### src/rtl/fetch_sequencer_if.sv
// Bundle of control, ROM and IF/ID signals exchanged between the fetch
// sequencer and the rest of the 9-bit pipelined CPU.
// master: the sequencer itself (drives ROM address and the IF/ID stage)
// slave : the surrounding pipeline / ROM (drives control and ROM data)
interface fetch_sequencer_if #(
    parameter int PC_W   = 16,
    parameter int INST_W = 9
);
    logic              start;
    logic              stall;
    logic              redirect_valid;
    logic [PC_W-1:0]   redirect_pc;
    logic [INST_W-1:0] rom_inst;
    logic [PC_W-1:0]   rom_pc;
    logic              if_valid;
    logic [INST_W-1:0] if_inst;
    logic [PC_W-1:0]   if_pc;
    logic              running;
    logic              halted;
    logic [15:0]       fetch_count;

    modport master (
        input  start, stall, redirect_valid, redirect_pc, rom_inst,
        output rom_pc, if_valid, if_inst, if_pc, running, halted, fetch_count
    );

    modport slave (
        output start, stall, redirect_valid, redirect_pc, rom_inst,
        input  rom_pc, if_valid, if_inst, if_pc, running, halted, fetch_count
    );
endinterface

### src/rtl/fetch_sequencer.sv
// Program-counter sequencer and IF/ID register. Presents pc to a
// combinational instruction ROM, latches the returned word with its PC,
// and handles start, decode stall, redirect/flush and halt detection.
// rom_pc is taken straight from the PC register, so there is never a
// combinational path from inputs back through the ROM.
module fetch_sequencer #(
    parameter int              PC_W     = 16,
    parameter int              INST_W   = 9,
    parameter logic [PC_W-1:0] START_PC = PC_W'(1),
    parameter logic [4:0]      HALT_OP  = 5'b11010
) (
    input  logic               clk,
    input  logic               rst_n,
    fetch_sequencer_if.master  bus
);

    typedef enum logic [1:0] {
        IDLE   = 2'd0,
        RUN    = 2'd1,
        HALTED = 2'd2
    } state_t;

    state_t            state_reg, state_next;
    logic [PC_W-1:0]   pc_reg, pc_next;
    logic              if_valid_reg, if_valid_next;
    logic [INST_W-1:0] if_inst_reg, if_inst_next;
    logic [PC_W-1:0]   if_pc_reg, if_pc_next;
    logic [15:0]       fetch_count_reg, fetch_count_next;
    logic              running_reg, halted_reg;

    // Opcode field of the word currently returned by the ROM.
    logic [4:0] rom_opcode;
    logic       rom_is_halt;
    logic [15:0] fetch_count_inc;

    assign rom_opcode      = bus.rom_inst[INST_W-1 -: 5];
    assign rom_is_halt     = (rom_opcode == HALT_OP);
    assign fetch_count_inc = (fetch_count_reg == 16'hFFFF) ? fetch_count_reg
                                                           : fetch_count_reg + 16'd1;

    // State and IF/ID registers; running/halted are registered decodes of the next state.
    always_ff @(posedge clk) begin
        if (!rst_n) begin
            state_reg       <= IDLE;
            pc_reg          <= START_PC;
            if_valid_reg    <= 1'b0;
            if_inst_reg     <= '0;
            if_pc_reg       <= '0;
            fetch_count_reg <= 16'd0;
            running_reg     <= 1'b0;
            halted_reg      <= 1'b0;
        end else begin
            state_reg       <= state_next;
            pc_reg          <= pc_next;
            if_valid_reg    <= if_valid_next;
            if_inst_reg     <= if_inst_next;
            if_pc_reg       <= if_pc_next;
            fetch_count_reg <= fetch_count_next;
            running_reg     <= (state_next == RUN);
            halted_reg      <= (state_next == HALTED);
        end
    end

    // Next-state: redirect beats start out of HALTED; start is ignored while running.
    always_comb begin
        state_next = state_reg;
        case (state_reg)
            IDLE: begin
                if (bus.start) begin
                    state_next = RUN;
                end
            end
            RUN: begin
                if (!bus.redirect_valid && !bus.stall && rom_is_halt) begin
                    state_next = HALTED;
                end
            end
            HALTED: begin
                if (bus.redirect_valid || bus.start) begin
                    state_next = RUN;
                end
            end
            default: begin
                state_next = IDLE;
            end
        endcase
    end

    // Datapath next values: priority redirect > stall > fetch while running.
    always_comb begin
        pc_next          = pc_reg;
        if_valid_next    = if_valid_reg;
        if_inst_next     = if_inst_reg;
        if_pc_next       = if_pc_reg;
        fetch_count_next = fetch_count_reg;
        case (state_reg)
            IDLE: begin
                // Parked at the entry point with an empty IF/ID stage.
                pc_next       = START_PC;
                if_valid_next = 1'b0;
                if (bus.start) begin
                    fetch_count_next = 16'd0;
                end
            end
            RUN: begin
                if (bus.redirect_valid) begin
                    // Flush: the word at the old pc is discarded, IF/ID data keeps its value.
                    pc_next       = bus.redirect_pc;
                    if_valid_next = 1'b0;
                end else if (!bus.stall) begin
                    if_inst_next     = bus.rom_inst;
                    if_pc_next       = pc_reg;
                    if_valid_next    = 1'b1;
                    fetch_count_next = fetch_count_inc;
                    // The halt word itself is delivered; pc stays parked on it.
                    if (!rom_is_halt) begin
                        pc_next = pc_reg + PC_W'(1);
                    end
                end
            end
            HALTED: begin
                if (bus.redirect_valid) begin
                    // Halt was fetched in the shadow of a taken branch.
                    pc_next       = bus.redirect_pc;
                    if_valid_next = 1'b0;
                end else if (bus.start) begin
                    pc_next          = START_PC;
                    if_valid_next    = 1'b0;
                    fetch_count_next = 16'd0;
                end else if (!bus.stall) begin
                    // Decode has consumed the halt word.
                    if_valid_next = 1'b0;
                end
            end
            default: begin
                pc_next       = START_PC;
                if_valid_next = 1'b0;
            end
        endcase
    end

    assign bus.rom_pc      = pc_reg;
    assign bus.if_valid    = if_valid_reg;
    assign bus.if_inst     = if_inst_reg;
    assign bus.if_pc       = if_pc_reg;
    assign bus.running     = running_reg;
    assign bus.halted      = halted_reg;
    assign bus.fetch_count = fetch_count_reg;

endmodule

### src/flat_wrapper.sv
// flat-port wrapper written by rule: the top's interface ports become plain ports
module fetch_sequencer_flat 
#(
    parameter int              PC_W     = 16,
    parameter int              INST_W   = 9,
    parameter logic [PC_W-1:0] START_PC = PC_W'(1),
    parameter logic [4:0]      HALT_OP  = 5'b11010
)
  (clk, rst_n, bus_start, bus_stall, bus_redirect_valid, bus_redirect_pc, bus_rom_inst, bus_rom_pc, bus_if_valid, bus_if_inst, bus_if_pc, bus_running, bus_halted, bus_fetch_count);
  fetch_sequencer_if #(.PC_W(PC_W), .INST_W(INST_W)) bus_i ();
  input  logic clk;
  input  logic rst_n;
  input wire logic [$bits(bus_i.start)-1:0] bus_start;
  input wire logic [$bits(bus_i.stall)-1:0] bus_stall;
  input wire logic [$bits(bus_i.redirect_valid)-1:0] bus_redirect_valid;
  input wire logic [$bits(bus_i.redirect_pc)-1:0] bus_redirect_pc;
  input wire logic [$bits(bus_i.rom_inst)-1:0] bus_rom_inst;
  output wire logic [$bits(bus_i.rom_pc)-1:0] bus_rom_pc;
  output wire logic [$bits(bus_i.if_valid)-1:0] bus_if_valid;
  output wire logic [$bits(bus_i.if_inst)-1:0] bus_if_inst;
  output wire logic [$bits(bus_i.if_pc)-1:0] bus_if_pc;
  output wire logic [$bits(bus_i.running)-1:0] bus_running;
  output wire logic [$bits(bus_i.halted)-1:0] bus_halted;
  output wire logic [$bits(bus_i.fetch_count)-1:0] bus_fetch_count;
  assign bus_i.start = bus_start;
  assign bus_i.stall = bus_stall;
  assign bus_i.redirect_valid = bus_redirect_valid;
  assign bus_i.redirect_pc = bus_redirect_pc;
  assign bus_i.rom_inst = bus_rom_inst;
  assign bus_rom_pc = bus_i.rom_pc;
  assign bus_if_valid = bus_i.if_valid;
  assign bus_if_inst = bus_i.if_inst;
  assign bus_if_pc = bus_i.if_pc;
  assign bus_running = bus_i.running;
  assign bus_halted = bus_i.halted;
  assign bus_fetch_count = bus_i.fetch_count;
  fetch_sequencer #(.PC_W(PC_W), .INST_W(INST_W), .START_PC(START_PC), .HALT_OP(HALT_OP)) u_core (.clk(clk), .rst_n(rst_n), .bus(bus_i));
endmodule
### config.mk
export PLATFORM = sky130hd
export DESIGN_NAME = fetch_sequencer_flat
export DESIGN_NICKNAME = d
export VERILOG_FILES = /design/src/rtl/fetch_sequencer_if.sv /design/src/rtl/fetch_sequencer.sv /design/src/flat_wrapper.sv
export SDC_FILE = /design/constraint.sdc
export NUM_CORES = 1
export LEC_CHECK = 0
export CELL_PAD_IN_SITES_DETAIL_PLACEMENT = 1
export CELL_PAD_IN_SITES_GLOBAL_PLACEMENT = 2
export CORE_MARGIN = 4
export CORE_UTILIZATION = 24
export DETAILED_ROUTE_END_ITERATION = 10
export HOLD_SLACK_MARGIN = 0.06
export PLACE_DENSITY_LB_ADDON = 0.1
export SYNTH_ARGS = -nofsm -noshare
export SYNTH_HDL_FRONTEND = slang
export SYNTH_SLANG_ARGS = --single-unit
### constraint.sdc
create_clock -name clk -period 2.5 [get_ports clk]
set_input_delay 0.5 -clock clk [delete_from_list [all_inputs] [get_ports clk]]
set_output_delay 0.5 -clock clk [all_outputs]
set_load 0.05 [all_outputs]
==> results.md, run 1 <==
* Maximum vdd drop at 0.000247 V
* CP bufs+invs at 1
* Fillers at 1500
* Slew HR at a little over half
* CP Cell Sequence: inv_1, ha_1, o21a_1, or4_4, or2_4, a2111o_1, a21oi_1
* Initial Utilization at 24.4%
* Via/cell ratio at about 4.8
* Total Wirelength at 11600 um
* Post CTS Setup Buffer Count at 0
* Cts bufs inserted at 9
* CTS tree: yes
* Most common cell after layout, fill and taps aside: clkdlybuf4s50_1
* Number of synthesized flops with an enable pin at 0
* Total Routing Usage GR at 16.5%
* DR WL/cell at 17.0 um
* Multi-input logic area at 1690 sq um
* Pwr per Cell Area at 531 nW/um^2
* Final setup vio count at 0
* Max capacitance violation total at 0
* Final net count at 541
* Tcrit/Tclk final at 92.7%
* Diode count at 0
* Synthesized area per cell at 7.86 sq um
* Syn nets at 427
* Vias at ~3300
* Reg2reg end: u_core.bus.fetch_count[12]$_SDFFE_PN0P_
* Yosys reg bits at 62
* Clock sink count at 62
* Cells on worst reg2reg path at 7
* Synth warn at 0
* Worst slew pin tran at 0.681 ns
* First-pass GRT wire length at 18900 um
* Synth unique cells at 53
* Critical Path AT at between 2 and 3 ns
* Row count at 41
* Drt pass-1 iters at 4
* Leakage at between 1.5 and 2 nW
* Most frequent cells in the layout: clkdlybuf4s50_1, nand2_1, dfxtp_1
* Remaining global-route overflow at 0
* Critical Path End: u_core.bus.fetch_count[12]$_SDFFE_PN0P_
* Startpoint types: register
* DP Wirelength at ~9000 um
* Max incr delay on CP at just under 0.5 ns
* Initial antenna violation count at 0
* Post-layout util at 36.9%
* Worst reg-to-reg setup slack at 0.18 ns
* Area of the mapped netlist at 3070 sq um
* Outcome: finished, final reports clean
* Post-Synthesis Cells at 391
* Antenna Nets Post-Route at 0
* Synth async-reset ratio at 0%
* Hold Violations, Final at 0
* H-tree levels at 3
* Req. time, crit path at 2.75 ns
* Die area at about 15000 sq um
* Max stage delay cell, worst path: or4_4
* Fmax at 0.431 GHz
* RSZ-0062 raised after global routing: no
* Crit-path max FO at 8
* Largest net degree at the start of global routing at 26
* Dpl ws at -0.263 ns
* Reg area at between 1000 and 1500 sq um
* Setup Skew at 0.00739 ns
* Clk slew on worst S/H paths at approximately 0.050 ns
* Die Y at 121 um
* Die width at 121 um
* Crit path capture type: register
* Kind of critical path: reg2reg
* Hold Path Class: reg2reg
* Sequential-to-total area share from yosys stat at 40.4%
* DRC errors left at 0
* CP startpoint: u_core.state_reg[1]$_SDFF_PN0_
* CP delay by family, top: simple AND/OR/NAND/NOR gates
* Worst-skew pair later-pin latency at 0.33 ns
* Root Buffer Master: clkbuf_16
* Crit path depth at 7
* Starting DRT DRC Count at 175
* Worst setup margin at 0.182 ns
* GPL Wtd Cong at 0.821
* CORE AREA at 12600 sq um
* Number of global-route vias before repair at around 3500
* I/O pin cnt at 90
* Min Tclk post-route at about 2.3 ns
* RR Startpoint: u_core.state_reg[1]$_SDFF_PN0_
* Final Max Slew Viols at 0
* Dominant synthesized flop cell: dfxtp_1
* Ratio of cells with drive above 1 in the final layout at 11.0%
* Hold path cells at 2
* Max clock buf depth at 2
* Area grow syn2layout at 51.1%
* I/O Buffers at slightly below 90
## logic make-up after synthesis
family,after synthesis,synth area share [%]
AOI/OAI and AO/OA,96,19.7
DFF,62,40.4
and+or+nand+nor,178,28.1
buffers and inverters,33,4.77
muxes,1,0.326
xor gates and xnor gates,15,4.28
adders and majority gates,6,2.44
## layout make-up
class | count | area share (%)
flip-flops and latches | 62 | 26.7
clock inverters | 4 | 0.485
repair buffers | 126 | 25.5
clock buffers | 11 | 5.45
well taps | 172 | 4.64
inverters | 10 | 0.809
multi-input cells | 296 | 36.4
## Yosys cell counts (3+ instances only)
cell,instances,area share [%]
a22oi_1,4,0.98
a31oi_1,3,0.61
a22o_1,3,0.86
nor2_1,28,3.4
xnor2_1,13,3.7
buf_6,3,1.1
nor2b_1,3,0.61
nand3_1,25,4.1
dfxtp_1,62,40
a21oi_1,44,7.2
a32oi_1,3,0.86
and2_1,4,0.81
nand4_1,6,1.2
ha_1,6,2.4
nand2_1,69,8.4
o21ai_0,12,2.0
nand2b_1,5,1.0
and4_1,4,1.1
nor4_1,5,1.0
clkbuf_1,19,2.3
inv_1,10,1.2
and3_1,5,1.0
o21a_1,7,1.7
nor3_1,11,1.8
## worst register-to-register path, stage by stage, from the launching register on
cell and delay [ns]:
dfxtp_1 0.38, inv_1 0.08, ha_1 0.24, o21a_1 0.22, or4_4 0.49, or2_4 0.30, a2111o_1 0.41, a21oi_1 0.14
## through the flow
step	hold WS [ns]	power (mW)	area, sq um	cells	setup TNS [ns]
after floorplan	0.601	1.18	3070	391	0
after global placement	0.442	1.32	4360	666	-4.16
after detailed placement	0.448	1.32	4360	666	-3.70
after CTS	0.456	2.50	4640	681	0
after global routing	0.472	2.57	4640	681	0
final	0.453	2.47	4640	681	0
## power breakdown
part / internal, mW / switching, mW
logic: 0.126 / 0.165
clock network: 0.713 / 0.451
registers: 1.00 / 0.0104
total: 1.84 / 0.626
## per-layer routing
metal | part of all wire (%) | vias to the layer above | track usage, %
met5 | 0 | - | 0
met4 | 2.0 | 0 | 6.58
met3 | 4.1 | 17 | 3.36
met2 | 47 | 77 | 27.0
met1 | 47 | 1544 | 21.2
li1 | - | 1612 | -
## worst min-delay path by stage
stage | startpoint | endpoint | slack [ns]
2_1_floorplan | u_core.state_reg[1]$_SDFF_PN0_ | u_core.state_reg[1]$_SDFF_PN0_ | 0.60
3_3_place_gp | u_core.bus.if_inst[1]$_SDFFE_PN0P_ | u_core.bus.if_inst[1]$_SDFFE_PN0P_ | 0.44
3_5_place_dp | u_core.bus.if_pc[9]$_SDFFE_PN0P_ | u_core.bus.if_pc[9]$_SDFFE_PN0P_ | 0.45
4_1_cts | u_core.bus.if_pc[9]$_SDFFE_PN0P_ | u_core.bus.if_pc[9]$_SDFFE_PN0P_ | 0.46
5_1_grt | u_core.bus.if_pc[2]$_SDFFE_PN0P_ | u_core.bus.if_pc[2]$_SDFFE_PN0P_ | 0.47
6_report | u_core.bus.if_pc[5]$_SDFFE_PN0P_ | u_core.bus.if_pc[5]$_SDFFE_PN0P_ | 0.45
## what timing repair did
| action | in CTS | in global routing |
|---|---|---|
| gates resized for setup | 0 | 3 |
| endpoints found under the setup margin | 0 | 13 |
| hold buffers | 0 | 0 |
Power figures use the tool's default switching activity.
==> inputs of run 2 (changes only) <==
--- a/config.mk
+++ b/config.mk
@@ -10,6 +10,7 @@
 export CORE_MARGIN = 4
 export CORE_UTILIZATION = 24
 export DETAILED_ROUTE_END_ITERATION = 10
+export GPL_TIMING_DRIVEN = 0
 export HOLD_SLACK_MARGIN = 0.06
 export PLACE_DENSITY_LB_ADDON = 0.1
 export SYNTH_ARGS = -nofsm -noshare
==> run 2 against run 1 <==
Net effect:
- worst hold slack better by 0.0020 ns
- clock power about the same
- combinational power down 6.9%
- register-to-register slack worse by 0.12 ns
- non-clock buffer count down 14
- cell area down 3.1%
- count of clock-buffer cells in the layout up 1
- worst setup slack worse by 0.12 ns
==> results.md, run 2 (synthesis results as in run 1) <==
* Outcome: finished, final reports clean
* Vias at 3213 (-1.1%)
* Worst-skew pair later-pin latency at 0.34 ns (about the same)
* DR WL/cell at 17.2 um (+1.2%)
* CTS tree: yes
* Starting DRT DRC Count at 180 (+2.9%)
* I/O Buffers at 87 (-2.2%)
* Multi-input logic area at 1730 sq um (+2.4%)
* Setup TNS at 0 ns (unchanged)
* Max clock buf depth at 2 (unchanged)
* I/O pin cnt at 90 (unchanged)
* Antenna Nets Post-Route at 0 (unchanged)
* Critical Path AT at 2.71 ns (+0.14 ns)
* Hold Violations, Final at 0 (unchanged)
* Total Wirelength at 11500 um (-0.69%)
* Switching share of power at 26.5% (+1.1 points)
* DRC errors left at 0 (unchanged)
* P_int at 1.80 mW (-2.2%)
* CP Cell Sequence: inv_2, ha_1, buf_6, o21a_1, or4_4, or2_1, buf_6, a2111o_1, a21oi_2
* Total Routing Usage GR at 16.1% (-0.39 points)
* CP delay by family, top: compound AO/OA/AOI/OAI gates
* Initial antenna violation count at 0 (unchanged)
* CP bufs+invs at 3 (+2)
* Req. time, crit path at 2.77 ns (+0.02 ns)
* Diode count at 0 (unchanged)
* Most common cell after layout, fill and taps aside: clkdlybuf4s50_1
* Placed insts at 650 (-2.4%)
* Worst setup margin at 0.0638 ns (-0.118 ns)
* Post-Layout Inst Area at 4500 sq um (-3.1%)
* Ratio of cells with drive above 1 in the final layout at 7.06% (-3.9 points)
* GPL Wtd Cong at 0.775 (-5.6%)
* Max capacitance violation total at 0 (unchanged)
* Via/cell ratio at 4.81 (+0.79%)
* Most frequent cells in the layout: clkdlybuf4s50_1, nand2_1, dfxtp_1
* Row count at 41 (unchanged)
* Startpoint types: register
* Psw at 0.647 mW (+3.5%)
* H-tree levels at 3 (unchanged)
* Root Buffer Master: clkbuf_16
* Slew HR at 52.2% (-1.2 points)
* Die width at 121 um (unchanged)
* Layout Cells excl Fill at 668 (-1.9%)
* Die area at 14700 sq um (unchanged)
* Maximum vdd drop at 0.000292 V (+18%)
* Crit-path max FO at 10 (+2)
* Fillers at 1519 (+1.3%)
* Final setup vio count at 0 (unchanged)
* Reg area at 1250 sq um (+0.40%)
* Hold Path Class: reg2reg
* Clock sink count at 62 (unchanged)
* Largest net degree at the start of global routing at 11 (-58%)
* Worst slew pin tran at 0.712 ns (+0.0301 ns)
* Part of the power in combinational logic at 11.0% (-0.8 points)
* Kind of critical path: reg2reg
* Initial Utilization at 24.4% (unchanged)
* Cts hold-fix bufs at 0 (unchanged)
* Final Max Slew Viols at 0 (unchanged)
* Cts bufs inserted at 9 (unchanged)
* Pwr per Cell Area at 544 nW/um^2 (+2.4%)
* Final net count at 527 (-2.6%)
* First-pass GRT wire length at 18000 um (-4.6%)
* Clock share of power at 47.5% (+0.3 points)
* CORE AREA at 12600 sq um (unchanged)
* Drt pass-1 iters at 4 (unchanged)
* Tcrit/Tclk final at 97.4% (+4.7 points)
* Min Tclk post-route at 2.44 ns (+0.118 ns)
* Die Y at 121 um (unchanged)
* Clk slew on worst S/H paths at 0.05 ns (about the same)
* CP most frequent cell: buf_6
* Max incr delay on CP at 0.48 ns (about the same)
* Fmax at 0.410 GHz (-4.8%)
* Area grow syn2layout at 46.4%
* DP Wirelength at 8650 um (-1.2%)
* Dpl ws at -0.951 ns (-0.687 ns)
* Placed cell area at 4160 sq um (-4.6%)
* Max stage delay cell, worst path: or4_4
* Setup Skew at 0.00527 ns (-0.00212 ns)
* Remaining global-route overflow at 0 (unchanged)
* Sequential power share at 41.4% (+0.4 points)
* Crit path capture type: register
* Leakage at 1.45 nW (-7.8%)
* Number of global-route vias before repair at 3302 (-6.0%)
* Pwr Total at 2.45 mW (-0.73%)
-- run 2: changes by cell type in the layout (fill, tap and decap cells not counted), moves of 2 or more --
cell	before	now
clkdlybuf4s50_1	89	87
buf_4	36	3
clkbuf_1	0	14
buf_2	0	2
dfxtp_1	62	60
clkbuf_2	0	5
buf_6	0	2
-- run 2: area by class of cell --
class / instances / area share (%)
well taps: 172 / 4.78
flip-flops and latches: 62 / 27.7
clock inverters: 4 / 0.501
inverters: 10 / 0.834
plain buffers: 22 / 2.36
multi-input cells: 296 / 38.5
clock buffers: 12 / 5.48
repair buffers: 90 / 19.9
-- run 2: metal layers --
layer	global-route usage, %	up-vias	wire length, um
li1	-	1587	-
met1	20.6	1545	5470
met2	26.1	68	5410
met3	3.82	13	433
met4	6.30	0	213
met5	0	-	0
-- run 2: metrics by stage --
| step | hold WS, ns | utilization [%] |
|---|---|---|
| floorplan | 0.601 | - |
| detailed placement | 0.449 | 33.1 |
| global route | 0.473 | 35.8 |
| CTS | 0.457 | 35.6 |
| finish | 0.455 | 35.8 |
| global placement | 0.443 | 33.1 |
-- run 2: worst min-delay path, stage by stage, from the launching register on --
cell and delay [ns]:
dfxtp_1 0.30, nand2_1 0.05, a21oi_1 0.05
-- run 2: power by group through the flow --
| stage | Combinational [mW] | Clock, mW | Sequential, mW |
|---|---|---|---|
| CTS | 0.270 | 1.20 | 1.01 |
| global placement | 0.262 | 0 | 1.03 |
| floorplan | 0.112 | 0 | 1.07 |
| detailed placement | 0.264 | 0 | 1.04 |
| finish | 0.270 | 1.16 | 1.01 |
| global route | 0.294 | 1.25 | 1.02 |
-- run 2: path summary, 6_finish.rpt --
check	start	endpoint	slack, ns	cells after the start
setup reg to reg	u_core.state_reg[0]$_SDFF_PN0_	u_core.bus.fetch_count[14]$_SDFFE_PN0P_	0.06	9
hold / removal	u_core.bus.if_pc[3]$_SDFFE_PN0P_	u_core.bus.if_pc[3]$_SDFFE_PN0P_	0.45	2
setup / recovery	u_core.state_reg[0]$_SDFF_PN0_	u_core.bus.fetch_count[14]$_SDFFE_PN0P_	0.06	9
hold reg to reg	u_core.bus.if_pc[3]$_SDFFE_PN0P_	u_core.bus.if_pc[3]$_SDFFE_PN0P_	0.45	2
-- run 2: what timing repair did --
action	CTS	global route
cloned	0	0
pin swaps	1	2
gates resized for setup	14	10
setup endpoints to repair	45	42
setup buffers	1	2
==> inputs of run 3 (changes only) <==
--- a/config.mk
+++ b/config.mk
@@ -8,7 +8,7 @@
 export CELL_PAD_IN_SITES_DETAIL_PLACEMENT = 1
 export CELL_PAD_IN_SITES_GLOBAL_PLACEMENT = 2
 export CORE_MARGIN = 4
-export CORE_UTILIZATION = 24
+export CORE_UTILIZATION = 26
 export DETAILED_ROUTE_END_ITERATION = 10
 export GPL_TIMING_DRIVEN = 0
 export HOLD_SLACK_MARGIN = 0.06
==> constraint.sdc (replaced) <==
create_clock -name clk -period 2.35 [get_ports clk]
set_input_delay 0.47 -clock clk [delete_from_list [all_inputs] [get_ports clk]]
set_output_delay 0.47 -clock clk [all_outputs]
set_load 0.05 [all_outputs]
==> run 3 against run 2 <==
Net effect:
- die area is 7.2% lower
- clock skew hardly changed
- worst hold slack hardly changed
- maximum frequency is 7.5% higher
- combinational power is 10% higher
- count of clock-buffer cells in the layout is 1 higher
- critical path depth is 1 lower
- global-route usage is 0.23 points higher
- critical endpoint unchanged
==> results.md, run 3 (synthesis results as in run 1) <==
* Crit-path max FO at 9 (-1)
* Max clock buf depth at 2 (unchanged)
* Most common cell after layout, fill and taps aside: clkdlybuf4s50_1
* Slew HR at 58.4% (+6.2 points)
* Most frequent cells in the layout: clkdlybuf4s50_1, nand2_1, dfxtp_1
* Startpoint types: register
* Post-Layout Inst Area at 4540 sq um (+0.89%)
* Die width at 117 um (-3.7%)
* Dpl ws at -1.15 ns (-0.202 ns)
* I/O pin cnt at 90 (unchanged)
* DP Wirelength at 8210 um (-5.2%)
* Number of global-route vias before repair at 3218 (-2.5%)
* CP bufs+invs at 2 (-1)
* Max incr delay on CP at 0.42 ns (-0.06 ns)
* CORE AREA at 11500 sq um (-8.8%)
* Final net count at 530 (+0.57%)
* Fmax at 0.441 GHz (+7.5%)
* CP delay by family, top: compound AO/OA/AOI/OAI gates
* Starting DRT DRC Count at 137 (-24%)
* Req. time, crit path at 2.60 ns (-0.17 ns)
* Max stage delay cell, worst path: or4_4
* Hold Path Class: reg2reg
* Worst setup margin at 0.0833 ns (+0.0195 ns)
* Setup Skew at 0.00523 ns (-0.0000438 ns)
* Clock sink count at 62 (unchanged)
* H-tree levels at 3 (unchanged)
* Diode count at 0 (unchanged)
* Fillers at 1382 (-9.0%)
* Maximum vdd drop at 0.000239 V (-18%)
* Kind of critical path: reg2reg
* DRC errors left at 0 (unchanged)
* Remaining global-route overflow at 0 (unchanged)
* Via/cell ratio at 5.06 (+5.1%)
* First-pass GRT wire length at 17300 um (-3.7%)
* Placed cell area at 4130 sq um (-0.72%)
* DR WL/cell at 17.2 um (-0.27%)
* Worst slew pin tran at 0.624 ns (-0.0877 ns)
* Largest net degree at the start of global routing at 11 (unchanged)
* Total Routing Usage GR at 16.3% (+0.23 points)
* Post-layout util at 39.6% (+3.8 points)
* I/O Buffers at 87 (unchanged)
* Max capacitance violation total at 0 (unchanged)
* Root Buffer Master: clkbuf_16
* Total Wirelength at 11000 um (-4.1%)
* RSZ-0062 raised after global routing: no
* Worst-skew pair later-pin latency at 0.32 ns (-0.02 ns)
* Final Max Slew Viols at 0 (unchanged)
* Final setup vio count at 0 (unchanged)
* Clk slew on worst S/H paths at 0.06 ns (about the same)
* Drt pass-1 iters at 4 (unchanged)
* GPL Wtd Cong at 0.765 (-1.3%)
* Antenna Nets Post-Route at 0 (unchanged)
* Ratio of cells with drive above 1 in the final layout at 9.42% (+2.4 points)
* Die Y at 117 um (-3.7%)
* Tcrit/Tclk final at 96.5% (-0.99 points)
* Vias at 3246 (+1.0%)
* CTS tree: yes
* Cts bufs inserted at 9 (unchanged)
* Min Tclk post-route at 2.27 ns (-0.170 ns)
* Outcome: finished, final reports clean
* Cts hold-fix bufs at 0 (unchanged)
* Layout Cells excl Fill at 642 (-3.9%)
* Leakage at 1.51 nW (+3.8%)
* Hold Violations, Final at 0 (unchanged)
* Initial antenna violation count at 0 (unchanged)
* Die area at 13600 sq um (-7.2%)
* CP Cell Sequence: inv_2, ha_2, o21a_4, or4_4, or2_4, buf_6, a2111o_1, a21oi_1
* Crit path capture type: register
* Pwr per Cell Area at 584 nW/um^2 (+7.3%)
* Critical Path AT at 2.52 ns (-0.19 ns)
* Initial Utilization at 26.8% (+2.3 points)
* Area grow syn2layout at 47.7%
* Placed insts at 622 (-4.3%)
* Row count at 39 (-4.9%)
[run 3: cell types whose count changed in the layout (fill, tap and decap cells not counted), moves of 2 or more]
| cell | before | now |
|---|---|---|
| buf_4 | 3 | 5 |
| clkbuf_1 | 14 | 11 |
| clkbuf_2 | 5 | 7 |
| clkbuf_4 | 0 | 2 |
| clkbuf_8 | 1 | 3 |
| ha_1 | 6 | 4 |
| ha_2 | 0 | 2 |
| o21ai_1 | 2 | 0 |
| o21ai_2 | 0 | 2 |
[run 3: path summary, 6_finish.rpt]
path | cells past startpoint | slack [ns] | end | from
max | 8 | 0.08 | u_core.bus.fetch_count[14]$_SDFFE_PN0P_ | u_core.state_reg[0]$_SDFF_PN0_
min | 2 | 0.45 | u_core.bus.if_pc[12]$_SDFFE_PN0P_ | u_core.bus.if_pc[12]$_SDFFE_PN0P_
min reg2reg | 2 | 0.45 | u_core.bus.if_pc[12]$_SDFFE_PN0P_ | u_core.bus.if_pc[12]$_SDFFE_PN0P_
max reg2reg | 8 | 0.08 | u_core.bus.fetch_count[14]$_SDFFE_PN0P_ | u_core.state_reg[0]$_SDFF_PN0_
[run 3: metal layers]
| layer | wire length (um) | vias up | global-route usage, % |
|---|---|---|---|
| met3 | 343 | 9 | 2.33 |
| met1 | 5220 | 1571 | 22.0 |
| met5 | 0 | - | 0 |
| li1 | - | 1594 | - |
| met4 | 104 | 0 | 4.97 |
| met2 | 5380 | 72 | 27.0 |
[run 3: area by class of cell]
| class | instances | area, sq um | share of cell area (%) |
|---|---|---|---|
| Multi-Input combinational cell | 296 | 1770 | 39.0 |
| Clock buffer | 13 | 270 | 5.96 |
| Buffer | 21 | 103 | 2.26 |
| Sequential cell | 62 | 1240 | 27.4 |
| Timing Repair Buffer | 94 | 920 | 20.3 |
| Clock inverter | 3 | 17.5 | 0.386 |
| Tap cell | 143 | 179 | 3.94 |
| Inverter | 10 | 37.5 | 0.827 |
[run 3: metrics by stage]
stage	power [mW]	TNS (ns)	hold slack (ns)
floorplan	1.25	-0.0258	0.603
global placement	1.38	-30.29	0.444
detailed placement	1.38	-31.15	0.451
CTS	2.67	0	0.459
global route	2.76	0	0.473
finish	2.65	0	0.455
[run 3: tightest hold or removal path, delay by kind of cell, from the launching register on]
kind,cells,cell delay [ns]
flops,1,0.30
compound gates,1,0.05
simple gates,1,0.05
[run 3: where the power goes]
group,internal [mW],total (mW),switching [mW]
clock network,0.797,1.27,0.477
logic,0.120,0.298,0.178
registers,1.06,1.08,0.0132
total,1.98,2.65,0.668
[run 3: repair_timing]
action,4_1_cts,5_1_grt
setup buffers,1,4
hold endpoints to repair,0,0
cloned,0,1
resized for setup,18,17
pin swaps,2,4
endpoints found under the setup margin,46,40
